<file path="config.mk">
export PLATFORM = sky130hd
export DESIGN_NAME = diff_amp_trim_ctrl
export DESIGN_NICKNAME = d
export VERILOG_FILES = /design/src/rtl/diff_amp_pkg.sv /design/src/rtl/diff_amp_sync2.sv /design/src/rtl/diff_amp_trim_ctrl.sv
export SDC_FILE = /design/constraint.sdc
export NUM_CORES = 1
export LEC_CHECK = 0
export ABC_AREA = 1
export CAP_MARGIN = 20
export CELL_PAD_IN_SITES_DETAIL_PLACEMENT = 0
export CELL_PAD_IN_SITES_GLOBAL_PLACEMENT = 2
export CORE_AREA = 2 2 98 123
export DETAILED_ROUTE_END_ITERATION = 10
export DIE_AREA = 0 0 100 125
export GPL_TIMING_DRIVEN = 0
export PLACE_DENSITY = 0.8
export SLEW_MARGIN = 20
export SYNTH_ARGS = -nofsm -noshare
export SYNTH_HDL_FRONTEND = slang
export SYNTH_SLANG_ARGS = --single-unit
export TNS_END_PERCENT = 20
</file>
<file path="constraint.sdc">
create_clock -name clk -period 4.5 [get_ports clk]
set_clock_uncertainty 0.15 [all_clocks]
set_input_delay 1.35 -clock clk [delete_from_list [all_inputs] [get_ports clk]]
set_output_delay 1.35 -clock clk [all_outputs]
set_load 0.01 [all_outputs]
</file>
<file path="src/rtl/diff_amp_pkg.sv">
// Shared definitions for the differential-amplifier offset-trim controller.
// Holds the calibration FSM state type and small constant helpers that
// derive the mid-scale code, the all-ones code and the channel index
// width from the block parameters.
package diff_amp_pkg;

    // Calibration sequencer states
    typedef enum logic [2:0] {
        ST_IDLE,
        ST_SETUP,
        ST_SETTLE,
        ST_SAMPLE,
        ST_NEXT_CH,
        ST_FIN
    } calState_e;

    // Channel index width; a single channel still needs a 1-bit index
    function automatic int chWidth(input int nch);
        return (nch > 1) ? $clog2(nch) : 1;
    endfunction

    // Mid-scale trim code (MSB only), the SAR starting point
    function automatic logic [7:0] midCode(input int trimW);
        return 8'(1) << (trimW - 1);
    endfunction

    // Full-scale trim code, used for saturation detection
    function automatic logic [7:0] allOnesCode(input int trimW);
        return 8'((1 << trimW) - 1);
    endfunction

endpackage

</file>
<file path="src/rtl/diff_amp_sync2.sv">
// Two-flop synchroniser for the asynchronous comparator output.
// Ports:
//   clk   - system clock
//   rst_n - asynchronous active-low reset, clears both stages to 0
//   d_i   - asynchronous input
//   q_o   - synchronised output, two clk cycles behind d_i
module diff_amp_sync2 (
    input  logic clk,
    input  logic rst_n,
    input  logic d_i,
    output logic q_o
);

    logic meta_q;
    logic sync_q;

    // Two back-to-back flops give the first stage a full cycle to resolve
    always_ff @(posedge clk or negedge rst_n) begin
        if (!rst_n) begin
            meta_q <= 1'b0;
            sync_q <= 1'b0;
        end else begin
            meta_q <= d_i;
            sync_q <= meta_q;
        end
    end

    assign q_o = sync_q;

endmodule

</file>
<file path="src/rtl/diff_amp_trim_ctrl.sv">
// Offset-trim controller for a bank of differential amplifiers.
// Runs a per-channel successive-approximation search on the trim DAC code
// while the amp inputs are shorted, reading a comparator on the amp output.
// Trim codes are held afterwards and may be loaded manually when idle.
// Ports:
//   clk, rst_n        - clock, asynchronous active-low reset
//   ena               - block enable; low aborts a calibration, blocks start
//   start             - level-sampled calibration request (idle, auto mode)
//   abort             - cancel calibration in progress
//   man_mode          - enables manual code loads, disables auto start
//   man_we/ch/code    - manual write strobe, target channel, code
//   comp_in           - asynchronous comparator, 1 = amp output above ref
//   ch_sel            - channel routed to the comparator
//   cal_short         - short the inputs of channel ch_sel
//   trim              - packed codes, channel k at [k*TRIM_W +: TRIM_W]
//   sat               - channel finished at code 0 or full scale
//   busy              - calibration in progress
//   done              - sticky, last calibration completed without abort
module diff_amp_trim_ctrl
    import diff_amp_pkg::*;
#(
    parameter  int NCH        = 4,
    parameter  int TRIM_W     = 5,
    parameter  int SETTLE_CYC = 16,
    localparam int CH_W       = chWidth(NCH)
) (
    input  logic                    clk,
    input  logic                    rst_n,
    input  logic                    ena,
    input  logic                    start,
    input  logic                    abort,
    input  logic                    man_mode,
    input  logic                    man_we,
    input  logic [CH_W-1:0]         man_ch,
    input  logic [TRIM_W-1:0]       man_code,
    input  logic                    comp_in,
    output logic [CH_W-1:0]         ch_sel,
    output logic                    cal_short,
    output logic [NCH*TRIM_W-1:0]   trim,
    output logic [NCH-1:0]          sat,
    output logic                    busy,
    output logic                    done
);

    localparam int BIT_W = (TRIM_W > 2) ? $clog2(TRIM_W) : 1;
    localparam int CNT_W = (SETTLE_CYC > 2) ? $clog2(SETTLE_CYC) : 1;
    localparam logic [TRIM_W-1:0] MID      = TRIM_W'(midCode(TRIM_W));
    localparam logic [TRIM_W-1:0] ALL_ONES = TRIM_W'(allOnesCode(TRIM_W));
    localparam logic [BIT_W-1:0]  TOP_BIT  = BIT_W'(TRIM_W - 1);
    localparam logic [CNT_W-1:0]  CNT_LAST = CNT_W'(SETTLE_CYC - 1);
    localparam logic [CH_W-1:0]   LAST_CH  = CH_W'(NCH - 1);

    calState_e                     state_q, state_d;
    logic [CH_W-1:0]               ch_q, ch_d;
    logic [CH_W-1:0]               chSel_q, chSel_d;
    logic [BIT_W-1:0]              bitIdx_q, bitIdx_d;
    logic [CNT_W-1:0]              cnt_q, cnt_d;
    logic [TRIM_W-1:0]             shadow_q, shadow_d;
    logic [NCH-1:0][TRIM_W-1:0]    trim_q, trim_d;
    logic [NCH-1:0]                sat_q, sat_d;
    logic                          calShort_q, calShort_d;
    logic                          busy_q, busy_d;
    logic                          done_q, done_d;

    logic compS;
    logic abortReq;
    logic manChValid;

    diff_amp_sync2 u_compSync (
        .clk   (clk),
        .rst_n (rst_n),
        .d_i   (comp_in),
        .q_o   (compS)
    );

    assign abortReq   = abort | ~ena;
    assign manChValid = (int'(man_ch) < NCH);

    // State and datapath registers; every trim code resets to mid-scale
    always_ff @(posedge clk or negedge rst_n) begin
        if (!rst_n) begin
            state_q    <= ST_IDLE;
            ch_q       <= '0;
            chSel_q    <= '0;
            bitIdx_q   <= '0;
            cnt_q      <= '0;
            shadow_q   <= '0;
            trim_q     <= {NCH{MID}};
            sat_q      <= '0;
            calShort_q <= 1'b0;
            busy_q     <= 1'b0;
            done_q     <= 1'b0;
        end else begin
            state_q    <= state_d;
            ch_q       <= ch_d;
            chSel_q    <= chSel_d;
            bitIdx_q   <= bitIdx_d;
            cnt_q      <= cnt_d;
            shadow_q   <= shadow_d;
            trim_q     <= trim_d;
            sat_q      <= sat_d;
            calShort_q <= calShort_d;
            busy_q     <= busy_d;
            done_q     <= done_d;
        end
    end

    // Next-state logic: the case statement runs the SAR sequence, and the
    // abort block afterwards overrides anything it decided this cycle
    always_comb begin
        state_d    = state_q;
        ch_d       = ch_q;
        chSel_d    = chSel_q;
        bitIdx_d   = bitIdx_q;
        cnt_d      = cnt_q;
        shadow_d   = shadow_q;
        trim_d     = trim_q;
        sat_d      = sat_q;
        calShort_d = calShort_q;
        busy_d     = busy_q;
        done_d     = done_q;

        case (state_q)
            ST_IDLE: begin
                if (start && ena && !man_mode) begin
                    state_d = ST_SETUP;
                    ch_d    = '0;
                    busy_d  = 1'b1;
                    done_d  = 1'b0;
                    sat_d   = '0;
                end else if (man_we && man_mode && manChValid) begin
                    trim_d[man_ch] = man_code;
                    sat_d[man_ch]  = 1'b0;
                end
            end
            ST_SETUP: begin
                chSel_d        = ch_q;
                calShort_d     = 1'b1;
                bitIdx_d       = TOP_BIT;
                cnt_d          = '0;
                shadow_d       = trim_q[ch_q];
                trim_d[ch_q]   = MID;
                state_d        = ST_SETTLE;
            end
            ST_SETTLE: begin
                if (cnt_q == CNT_LAST) begin
                    state_d = ST_SAMPLE;
                end else begin
                    cnt_d = cnt_q + 1'b1;
                end
            end
            ST_SAMPLE: begin
                // Comparator high means the code overshoots: drop the trial bit
                if (compS) begin
                    trim_d[ch_q][bitIdx_q] = 1'b0;
                end
                if (bitIdx_q != '0) begin
                    trim_d[ch_q][bitIdx_q - 1'b1] = 1'b1;
                    bitIdx_d = bitIdx_q - 1'b1;
                    cnt_d    = '0;
                    state_d  = ST_SETTLE;
                end else begin
                    state_d = ST_NEXT_CH;
                end
            end
            ST_NEXT_CH: begin
                sat_d[ch_q] = (trim_q[ch_q] == '0) || (trim_q[ch_q] == ALL_ONES);
                if (ch_q == LAST_CH) begin
                    state_d = ST_FIN;
                end else begin
                    ch_d    = ch_q + 1'b1;
                    state_d = ST_SETUP;
                end
            end
            ST_FIN: begin
                calShort_d = 1'b0;
                busy_d     = 1'b0;
                done_d     = 1'b1;
                state_d    = ST_IDLE;
            end
            default: begin
                state_d = ST_IDLE;
            end
        endcase

        // In SETUP the shadow is not yet captured and the code is untouched,
        // so only later states need the code restored
        if (state_q != ST_IDLE && abortReq) begin
            state_d    = ST_IDLE;
            busy_d     = 1'b0;
            calShort_d = 1'b0;
            done_d     = 1'b0;
            sat_d      = sat_q;
            trim_d     = trim_q;
            if (state_q != ST_SETUP) begin
                trim_d[ch_q] = shadow_q;
            end
        end
    end

    assign ch_sel    = chSel_q;
    assign cal_short = calShort_q;
    assign trim      = trim_q;
    assign sat       = sat_q;
    assign busy      = busy_q;
    assign done      = done_q;

endmodule

</file>
# Word-level counts from Yosys, hierarchy flattened
# Index checks and enable logic that the tools add are counted.
op_classes:
  add_sub_neg: 3
  n_lt_le_gt_ge: 8
  n_eq_ne: 19
  n_mux: 54
  bitwise_logic: 11
  n_reduce_logical: 27
op_table:
  columns: ["cell", "count"]
  rows:
  - ["$mux 20", 7]
  - ["$pmux 20 s3", 1]
  - ["$bwmux 20", 2]
  - ["$demux 5 s2", 4]
  - ["$mux 5", 5]
  - ["$and 20x20->20", 1]
  - ["$not 20->20", 1]
  - ["$or 20x20->20", 1]
  - ["$mux 3", 6]
  - ["$and 16x16->16", 1]
  - ["$mux 4", 4]
  - ["$not 16->16", 1]
  - ["$ne 3x3->1 const B", 5]
  - ["$pmux 3 s5", 1]
  - ["$reduce_bool 3->1", 5]
  - ["$pmux 4 s3", 1]
  - ["$bmux 5 s2", 1]
  - ["$mux 1", 9]
  - ["$reduce_and 3->1", 3]
  - ["$logic_and 1x1->1", 8]
  - ["$lt 3x4->1 const B", 2]
  - ["$ne 2x2->1 const B", 4]
  - ["$pmux 4 s2", 1]
  - ["$demux 1 s3", 2]
  - ["33 further kinds", 46]
word_totals:
  reg_bits: 48
  in_bits: 15
  out_inout_bits: 29

# Longest topological paths before layout
# Gate-level depths: netlist (run 1).
logic_depth:
  depth_word: 14
  ltp_mapped: 13
  depth_no_buf: 13

# Modules after synthesis
# From an unflattened synthesis (run 1), not the netlist that was laid out.
hier_totals:
  cells_unflattened: 572
  area_unflattened_um2: 3540.9
by_module_without_submodules:
  columns: ["module", "n_inst", "cells_each", "area_per_inst_um2", "seq_area_each_um2"]
  rows:
  - ["diff_amp_trim_ctrl", 1, 570, 3490.8, 1156.1]
  - ["diff_amp_sync2", 1, 2, 50.0, 50.0]

# Worst setup path after synthesis (run 1)
# OpenSTA, ideal clock, no wires.
synth_path:
  kind: "input-to-reg"
  startpoint: "input ena"
  endpoint: "register trim_q, in the netlist trim[17]"
  setup_ns: 0.123
  t_arrival_ns: 2.197
  path_slack_ns: 2.030
  stages: 10
  path_cell_list: "inv_1 -> nor2_1 -> inv_1 -> nand2_4 -> buf_2 -> nor2_1 -> nand2_1 -> o21ai_0 -> nor2_1 -> a21oi_1"
synth_between:
  elab_chain_len: 5
  elab_cells_between_ends: 11
synth_rtl:
  columns: ["item", "line", "text"]
  rows:
  - ["start: declaration", "diff_amp_trim_ctrl.sv:29", "input logic ena,"]
  - ["$not 1->1", "diff_amp_trim_ctrl.sv:76", "assign abortReq = abort | ~ena;"]
  - ["$or 1x1->1", "diff_amp_trim_ctrl.sv:76", null]
  - ["$logic_and 1x1->1", "diff_amp_trim_ctrl.sv:188", "if (state_q != ST_IDLE && abortReq) begin"]
  - ["$ne 3x3->1 (no line) (tied with other cells)", null, null]
  - ["$reduce_and 4->1 (no line)", null, null]
  - ["end signal: assignment", "diff_amp_trim_ctrl.sv:88", "trim_q <= {NCH{MID}};"]
  - ["end signal: assignment", "diff_amp_trim_ctrl.sv:100", "trim_q <= trim_d;"]
  - ["end: declaration", "diff_amp_trim_ctrl.sv:59", "logic [NCH-1:0][TRIM_W-1:0] trim_q, trim_d;"]
# Several ways; a longest one is shown, not always the timed one.
# A chain may end at the register's enable or synchronous reset.

# Final worst setup path (run 1)
layout_path:
  startpoint: "input man_ch[1]"
  endpoint: "register trim_q, in the netlist trim[13]"
layout_between:
  elab_chain_len: 9
  elab_cells_between_ends: 10
layout_rtl:
  columns: ["item", "line", "text"]
  rows:
  - ["start: declaration", "diff_amp_trim_ctrl.sv:34", "input logic [CH_W-1:0] man_ch,"]
  - ["$lt 2x3->1 (implied by the code) / $ge 2x1->1 (equally long branches)", "diff_amp_trim_ctrl.sv:132", "trim_d[man_ch] = man_code;"]
  - ["$logic_and 1x1->1 (implied by the code)", "diff_amp_trim_ctrl.sv:132", null]
  - ["$mux 5 (implied by the code)", "diff_amp_trim_ctrl.sv:132", null]
  - ["$demux 5 s2 *", "diff_amp_trim_ctrl.sv:132", null]
  - ["$bwmux 20 *", "diff_amp_trim_ctrl.sv:132", null]
  - ["$mux 20 *", "diff_amp_trim_ctrl.sv:131", "end else if (man_we && man_mode && manChValid) begin"]
  - ["$mux 20 *", "diff_amp_trim_ctrl.sv:125", "if (start && ena && !man_mode) begin"]
  - ["$pmux 20 s3 *", "diff_amp_trim_ctrl.sv:123", "case (state_q)"]
  - ["$mux 20 *", "diff_amp_trim_ctrl.sv:188", null]
# Mark *: on every way between the ends. The rest lies on a longest branch, timed or not. The select of a mux whose other input is x is not followed.

==> results of run 1 <==
-- power breakdown --
group	leakage (uW)	total, uW	internal (uW)	switching, uW
clock	0.0000798	440	262	179
combinational	0.00143	1720	623	1100
sequential	0.000590	879	627	251
total	0.00210	3040	1510	1530
-- cell usage in the layout, fill, tap and decap left out, drive strengths merged --
cell type      count
nor2              73
clkdlybuf4s50     42
ha                 7
dfrtp             44
o21ai             73
nand3b             1
nor3               7
nand4              3
o22ai              1
clkinv             1
clkinvlp           1
nand2            201
nand3             28
nor4               1
bufinv             1
dfstp              4
o31ai              1
o211ai             3
o21a               2
clkbuf             9
a21oi             48
a22oi              1
buf               10
inv               61
-- logic make-up (layout without fill, tap and decap cells) --
family | count (synthesis) | count (layout) | share of synthesized area, %
and+or+nand+nor | 314 | 314 | 36.2
AOI/OAI and AO/OA | 129 | 129 | 19.0
buffers and inverters | 74 | 125 | 8.30
DFF | 48 | 48 | 34.1
adders and majority gates | 7 | 7 | 2.47
-- flip-flops by register name, indices dropped and copies added, names as in the netlist --
register and flops:
bitIdx_q 3, busy 1, cal_short 1, ch_q 2, ch_sel 2, cnt_q 4
done 1, sat 4, shadow_q 5, state_q 3, trim 20, u_compSync.meta_q 1
u_compSync.q_o 1
-- cell usage after synthesis --
cell type	count
buf_2	7
o21ai_0	68
a21oi_1	48
inv_2	5
nand2_2	6
nor2_4	1
nand2_4	1
nor2_2	2
o22ai_1	1
clkbuf_1	4
nor4_1	1
nand4_1	3
o21ai_2	2
dfrtp_1	44
inv_1	56
nor3_1	7
nand3_2	2
dfstp_2	4
o31ai_1	1
o211ai_1	3
a22oi_1	1
buf_4	2
nand3b_1	1
nand3_1	26
o21ai_1	3
o21a_1	2
nor2_1	70
ha_1	7
nand2_1	194
-- through the flow --
step / utilization (%) / cells / hold WS [ns] / total power [uW] / instance area (um^2)
2_1_floorplan: - / 572 / 0.181 / 1840 / 3540
3_3_place_gp: 36.2 / 753 / 0.184 / 2580 / 4140
3_5_place_dp: 36.2 / 753 / 0.187 / 2590 / 4140
4_1_cts: 37.6 / 761 / 0.204 / 3040 / 4310
5_1_grt: 37.6 / 761 / 0.213 / 3290 / 4310
6_report: 37.6 / 761 / 0.202 / 3040 / 4310
-- worst max-delay path: stages --
cell,delay (ns)
clkdlybuf4s50_1,0.52
inv_1,0.05
nor2_1,0.49
o21ai_0,0.32
nand2_2,0.20
nand2_1,0.14
nor2_1,0.16
a21oi_1,0.08
-- routing by layer --
layer / GRT usage, % / vias up / wire length (um)
li1: - / 1942 / -
met1: 30.4 / 1837 / 6150
met2: 36.8 / 133 / 6520
met3: 2.40 / 27 / 615
met4: 7.98 / 0 / 431
met5: 0 / - / 0
-- path summary, 6_finish.rpt --
check | start | endpoint | slack [ns] | cells after the start
max in group asynchronous | rst_n | trim[11] | 2.85 | 1
min | u_compSync.meta_q | u_compSync.q_o | 0.20 | 0
min reg2reg | u_compSync.meta_q | u_compSync.q_o | 0.20 | 0
max reg2reg | ch_q[0] | trim[13] | 1.95 | 10
max | man_ch[1] | trim[13] | 1.21 | 8
min in group asynchronous | rst_n | sat[3] | 0.93 | 1
-- final cells by class --
cell class / instances / area share [%]
clock inverter: 3 / 0.987
inverter: 61 / 5.31
multi-input combinational: 450 / 47.4
sequential: 48 / 28.0
tap: 138 / 4.01
buffer: 13 / 1.51
timing repair buffer: 43 / 9.93
clock buffer: 5 / 2.90
==> flow_metrics.env, run 1 <==
export IMPL_outcome="completed"
export IMPL_gr_total_overflow=0
export IMPL_syn_num_nets=594
export IMPL_clk_insertion_delay_late_ns=0.30
export IMPL_powerDensity_nw_per_um2=705
export IMPL_path_max_fanout=7
export IMPL_slew_headroom_pct=56.7
export IMPL_gp_congestion=0.900
export IMPL_clockBufferDepth=2
export IMPL_synth_cells=572
export IMPL_tightest_slew_ns=0.648
export IMPL_boundaryPins=44
export IMPL_wl_um=13700
export IMPL_netlist_area_um2=3540
export IMPL_grt_usage_pct=22.4
export IMPL_antenna_left=0
export IMPL_num_vias=3939
export IMPL_drc=0
export IMPL_yosysWarnings=0
export IMPL_nNetsFinal=644
export IMPL_power_leakage_uw=0.00210
export IMPL_drv_cap=0
export IMPL_drive_gt1_share_pct=6.58
export IMPL_initial_core_util_pct=30.9
export IMPL_detail_route_vias_per_cell=5.18
export IMPL_hpwl_um=10600
export IMPL_clk_pin_slew_ns=0.07
export IMPL_yosysUniqueCellTypes=29
export IMPL_synth_top_cell_area_share_pct=31.1
export IMPL_report_final_hold_viol_count=0
export IMPL_synth_area_leader_cell="dfrtp_1"
export IMPL_criticalPathCategory="primary input to flip-flop"
export IMPL_antennaDiodeCount=0
export IMPL_fill_cells=1281
export IMPL_synth_top_cells_by_area="dfrtp_1, nand2_1, o21ai_0"
export IMPL_holdBufCountCts=0
export IMPL_clkSinkCount=48
export IMPL_critPathRequiredTime_ns=4.53
export IMPL_yosysSeqAreaShare_pct=34.1
export IMPL_die_area_um2=12500
export IMPL_place_ws_ns=0.961
export IMPL_tns_ns=0
export IMPL_syn_to_final_growth_pct=21.7
export IMPL_antenna_found_initial=0
export IMPL_drt_pass1_iterations=5
export IMPL_cts_tree="yes"
export IMPL_root_buffer="clkbuf_16"
export IMPL_ir_worst_vdd_mv=0.335
export IMPL_die_y_um=125
export IMPL_multi_input_area_um2=2040
export IMPL_grt_max_degree=49
export IMPL_fp_dieW_um=100
export IMPL_fmax_mhz=304
export IMPL_numCtsBuffers=5
export IMPL_period_minus_slack_ns=3.29
export IMPL_postCtsSetupBuffers=0
export IMPL_worstSetupEndpointType="flip-flop"
export IMPL_wl_per_cell_um=18.0
export IMPL_cts_htree_levels=2
export IMPL_port_buffers=43
export IMPL_row_count=44
export IMPL_fin_crit_sh_pct=73.2
export IMPL_grt_pass1_vias=3740
export IMPL_core_area_um2=11500
export IMPL_synth_seq_cells=48
export IMPL_drtIter0Drc=243
export IMPL_seqCellArea_um2=1210
export IMPL_slew_viol_final=0
export IMPL_grt_pass1_wl_um=21300
export IMPL_cp_arrival_ns=3.33
export IMPL_grt_setup_unrepaired="no"
export IMPL_cp_start_kind="primary input"
export IMPL_setup_viol=0
export IMPL_hold_class="flip-flop to flip-flop"
export IMPL_cts_resized=0
export IMPL_postLayoutSetupSlackWorst_ns=1.21
export IMPL_avgSynthCellArea_um2=6.19
(Power assumes the default switching activity.)
==> run 2: changes to the inputs <==
--- a/config.mk
+++ b/config.mk
@@ -9,11 +9,11 @@
 export CAP_MARGIN = 20
 export CELL_PAD_IN_SITES_DETAIL_PLACEMENT = 0
 export CELL_PAD_IN_SITES_GLOBAL_PLACEMENT = 2
-export CORE_AREA = 2 2 98 123
+export CORE_AREA = 2 2 101 127
 export DETAILED_ROUTE_END_ITERATION = 10
-export DIE_AREA = 0 0 100 125
+export DIE_AREA = 0 0 103 129
 export GPL_TIMING_DRIVEN = 0
-export PLACE_DENSITY = 0.8
+export PLACE_DENSITY = 0.76
 export SLEW_MARGIN = 20
 export SYNTH_ARGS = -nofsm -noshare
 export SYNTH_HDL_FRONTEND = slang
==> constraint.sdc (replaced) <==
create_clock -name clk -period 3.4 [get_ports clk]
set_clock_uncertainty 0.15 [all_clocks]
set_input_delay 1.02 -clock clk [delete_from_list [all_inputs] [get_ports clk]]
set_output_delay 1.02 -clock clk [all_outputs]
set_load 0.01 [all_outputs]
==> run 2 against run 1 <==
Compared with the run above: wire length is 0.58% lower; register-to-register slack worse by 1.2 ns; power increased by 31%; critical path type unchanged; largest cell class unchanged; largest power group unchanged; highest routed layer unchanged.
==> flow_metrics.env, run 2 (synthesis gave the netlist of run 1 again) <==
export IMPL_slew_headroom_pct=45.9
export IMPL_grt_pass1_wl_um=21600
export IMPL_hold_class="flip-flop to flip-flop"
export IMPL_boundaryPins=44
export IMPL_cp_arrival_ns=2.98
export IMPL_antenna_found_initial=0
export IMPL_fp_dieW_um=103
export IMPL_clk_pin_slew_ns=0.07
export IMPL_detail_route_vias_per_cell=4.99
export IMPL_cp_start_kind="primary input"
export IMPL_clk_insertion_delay_late_ns=0.30
export IMPL_drt_pass1_iterations=5
export IMPL_numCtsBuffers=5
export IMPL_initial_core_util_pct=29.4
export IMPL_nNetsFinal=644
export IMPL_die_y_um=129
export IMPL_postCtsSetupBuffers=0
export IMPL_grt_pass1_vias=3854
export IMPL_worst_path_buf_inv=4
export IMPL_path_cells="clkdlybuf4s50_1 -> inv_1 -> nor2_1 -> inv_1 -> nand2_4 -> nand3_1 -> clkbuf_1 -> o21ai_0 -> nor2_1 -> a21oi_1"
export IMPL_path_max_fanout=10
export IMPL_root_buffer="clkbuf_16"
export IMPL_drive_gt1_share_pct=6.42
export IMPL_period_minus_slack_ns=2.90
export IMPL_core_area_um2=12000
export IMPL_grt_usage_pct=21.6
export IMPL_holdBufCountCts=0
export IMPL_cpMaxStageDelayCell="o21ai_0"
export IMPL_report_final_hold_viol_count=0
export IMPL_powerDensity_nw_per_um2=916
export IMPL_critPathRequiredTime_ns=3.47
export IMPL_port_buffers=43
export IMPL_slew_viol_final=0
export IMPL_clockBufferDepth=2
export IMPL_clkSinkCount=48
export IMPL_mostFrequentLayoutCells="nand2_1, nor2_1, o21ai_0"
export IMPL_drtIter0Drc=264
export IMPL_place_ws_ns=0.301
export IMPL_antenna_left=0
export IMPL_die_area_um2=13300
export IMPL_cts_resized=0
export IMPL_num_vias=3928
export IMPL_cts_tree="yes"
export IMPL_wl_um=13600
export IMPL_fill_cells=1376
export IMPL_tightest_slew_ns=0.805
export IMPL_fmax_mhz=345
export IMPL_drc=0
export IMPL_power_leakage_uw=0.00210
export IMPL_largest_reg_flops=20
export IMPL_criticalPathCategory="primary input to flip-flop"
export IMPL_ir_worst_vdd_mv=0.261
export IMPL_outcome="completed"
export IMPL_layout_commonest_cell="nand2_1"
export IMPL_worstSetupEndpointType="flip-flop"
export IMPL_grt_setup_unrepaired="no"
export IMPL_cts_htree_levels=2
export IMPL_wl_per_cell_um=17.3
export IMPL_drv_cap=0
export IMPL_grt_max_degree=49
export IMPL_instances_no_fill=787
export IMPL_dp_cells=779
export IMPL_antennaDiodeCount=0
export IMPL_syn_to_final_growth_pct=22.5
export IMPL_gr_total_overflow=0
export IMPL_postLayoutSetupSlackWorst_ns=0.499
export IMPL_gp_congestion=0.885
export IMPL_fin_crit_sh_pct=85.3
export IMPL_hpwl_um=10400
export IMPL_row_count=45
export IMPL_setup_viol=0
export IMPL_cpPeakStageDelay_ns=0.49
export IMPL_path_delay_family="buffers and inverters"
[run 2: cell count changes in the layout (fill, tap and decap cells not counted)]
cell	change
clkbuf_1	+1
clkinvlp_4	-1
[run 2: stage by stage]
step	total power (uW)	setup TNS (ns)	hold WS [ns]	utilization, %	cell area, um^2
2_1_floorplan	2440	0	0.181	-	3540
3_3_place_gp	3380	-20.40	0.184	34.7	4180
3_5_place_dp	3390	0	0.187	34.6	4170
4_1_cts	3990	0	0.204	36.0	4340
5_1_grt	4350	0	0.218	36.0	4340
6_report	3970	0	0.201	36.0	4340
[run 2: final timing paths]
| path | from | to | slack (ns) | depth (start not counted) |
|---|---|---|---|---|
| max reg2reg | bitIdx_q[0] | trim[7] | 0.77 | 11 |
| min | u_compSync.meta_q | u_compSync.q_o | 0.20 | 0 |
| max in group asynchronous | rst_n | trim[0] | 2.04 | 1 |
| max | ena | trim[7] | 0.50 | 10 |
| min in group asynchronous | rst_n | bitIdx_q[0] | 0.61 | 1 |
| min reg2reg | u_compSync.meta_q | u_compSync.q_o | 0.20 | 0 |
[run 2: worst reg2reg max path, delay by kind of cell, from the launching register on]
| family | cells | cell delay [ns] |
|---|---|---|
| and+or+nand+nor | 6 | 1.06 |
| AOI/OAI and AO/OA | 1 | 0.14 |
| DFF | 1 | 0.45 |
| buffers and inverters | 2 | 0.21 |
| adders and majority gates | 2 | 0.56 |
[run 2: area by class of cell]
cell class	count	area (um^2)	share of cell area, %
Sequential cell	48	1210	27.8
Inverter	61	229	5.28
Tap cell	164	205	4.73
Clock buffer	6	129	2.97
Timing Repair Buffer	43	428	9.86
Clock inverter	2	35.0	0.808
Multi-Input combinational cell	450	2040	47.0
Buffer	13	65.1	1.50
[run 2: power by group]
group	leakage [uW]	internal [uW]	switching, uW
sequential	0.000590	830	307
combinational	0.00143	823	1420
clock	0.0000808	347	241
total	0.00210	2000	1970
[run 2: per-layer routing]
layer	vias up	GRT usage, %	part of all wire (%)
met4	0	7.04	2.6
met2	115	35.2	47
met1	1847	29.2	45
met3	22	3.04	4.8
met5	-	0	0
li1	1944	-	-
==> run 3: changes to the inputs <==
==> constraint.sdc (replaced) <==
create_clock -name clk -period 3.4 [get_ports clk]
set_clock_uncertainty 0.15 [all_clocks]
set_input_delay 1.02 -clock clk [delete_from_list [all_inputs] [get_ports clk]]
set_output_delay 1.02 -clock clk [all_outputs]
set_load 0.02 [all_outputs]
==> results of run 3 <==
The final DEF is identical to that of run 2. Status: completed.
Among the figures that moved: total power 3970 uW -> 4100 uW; worst IR drop on VDD 0.261 mV -> 0.292 mV
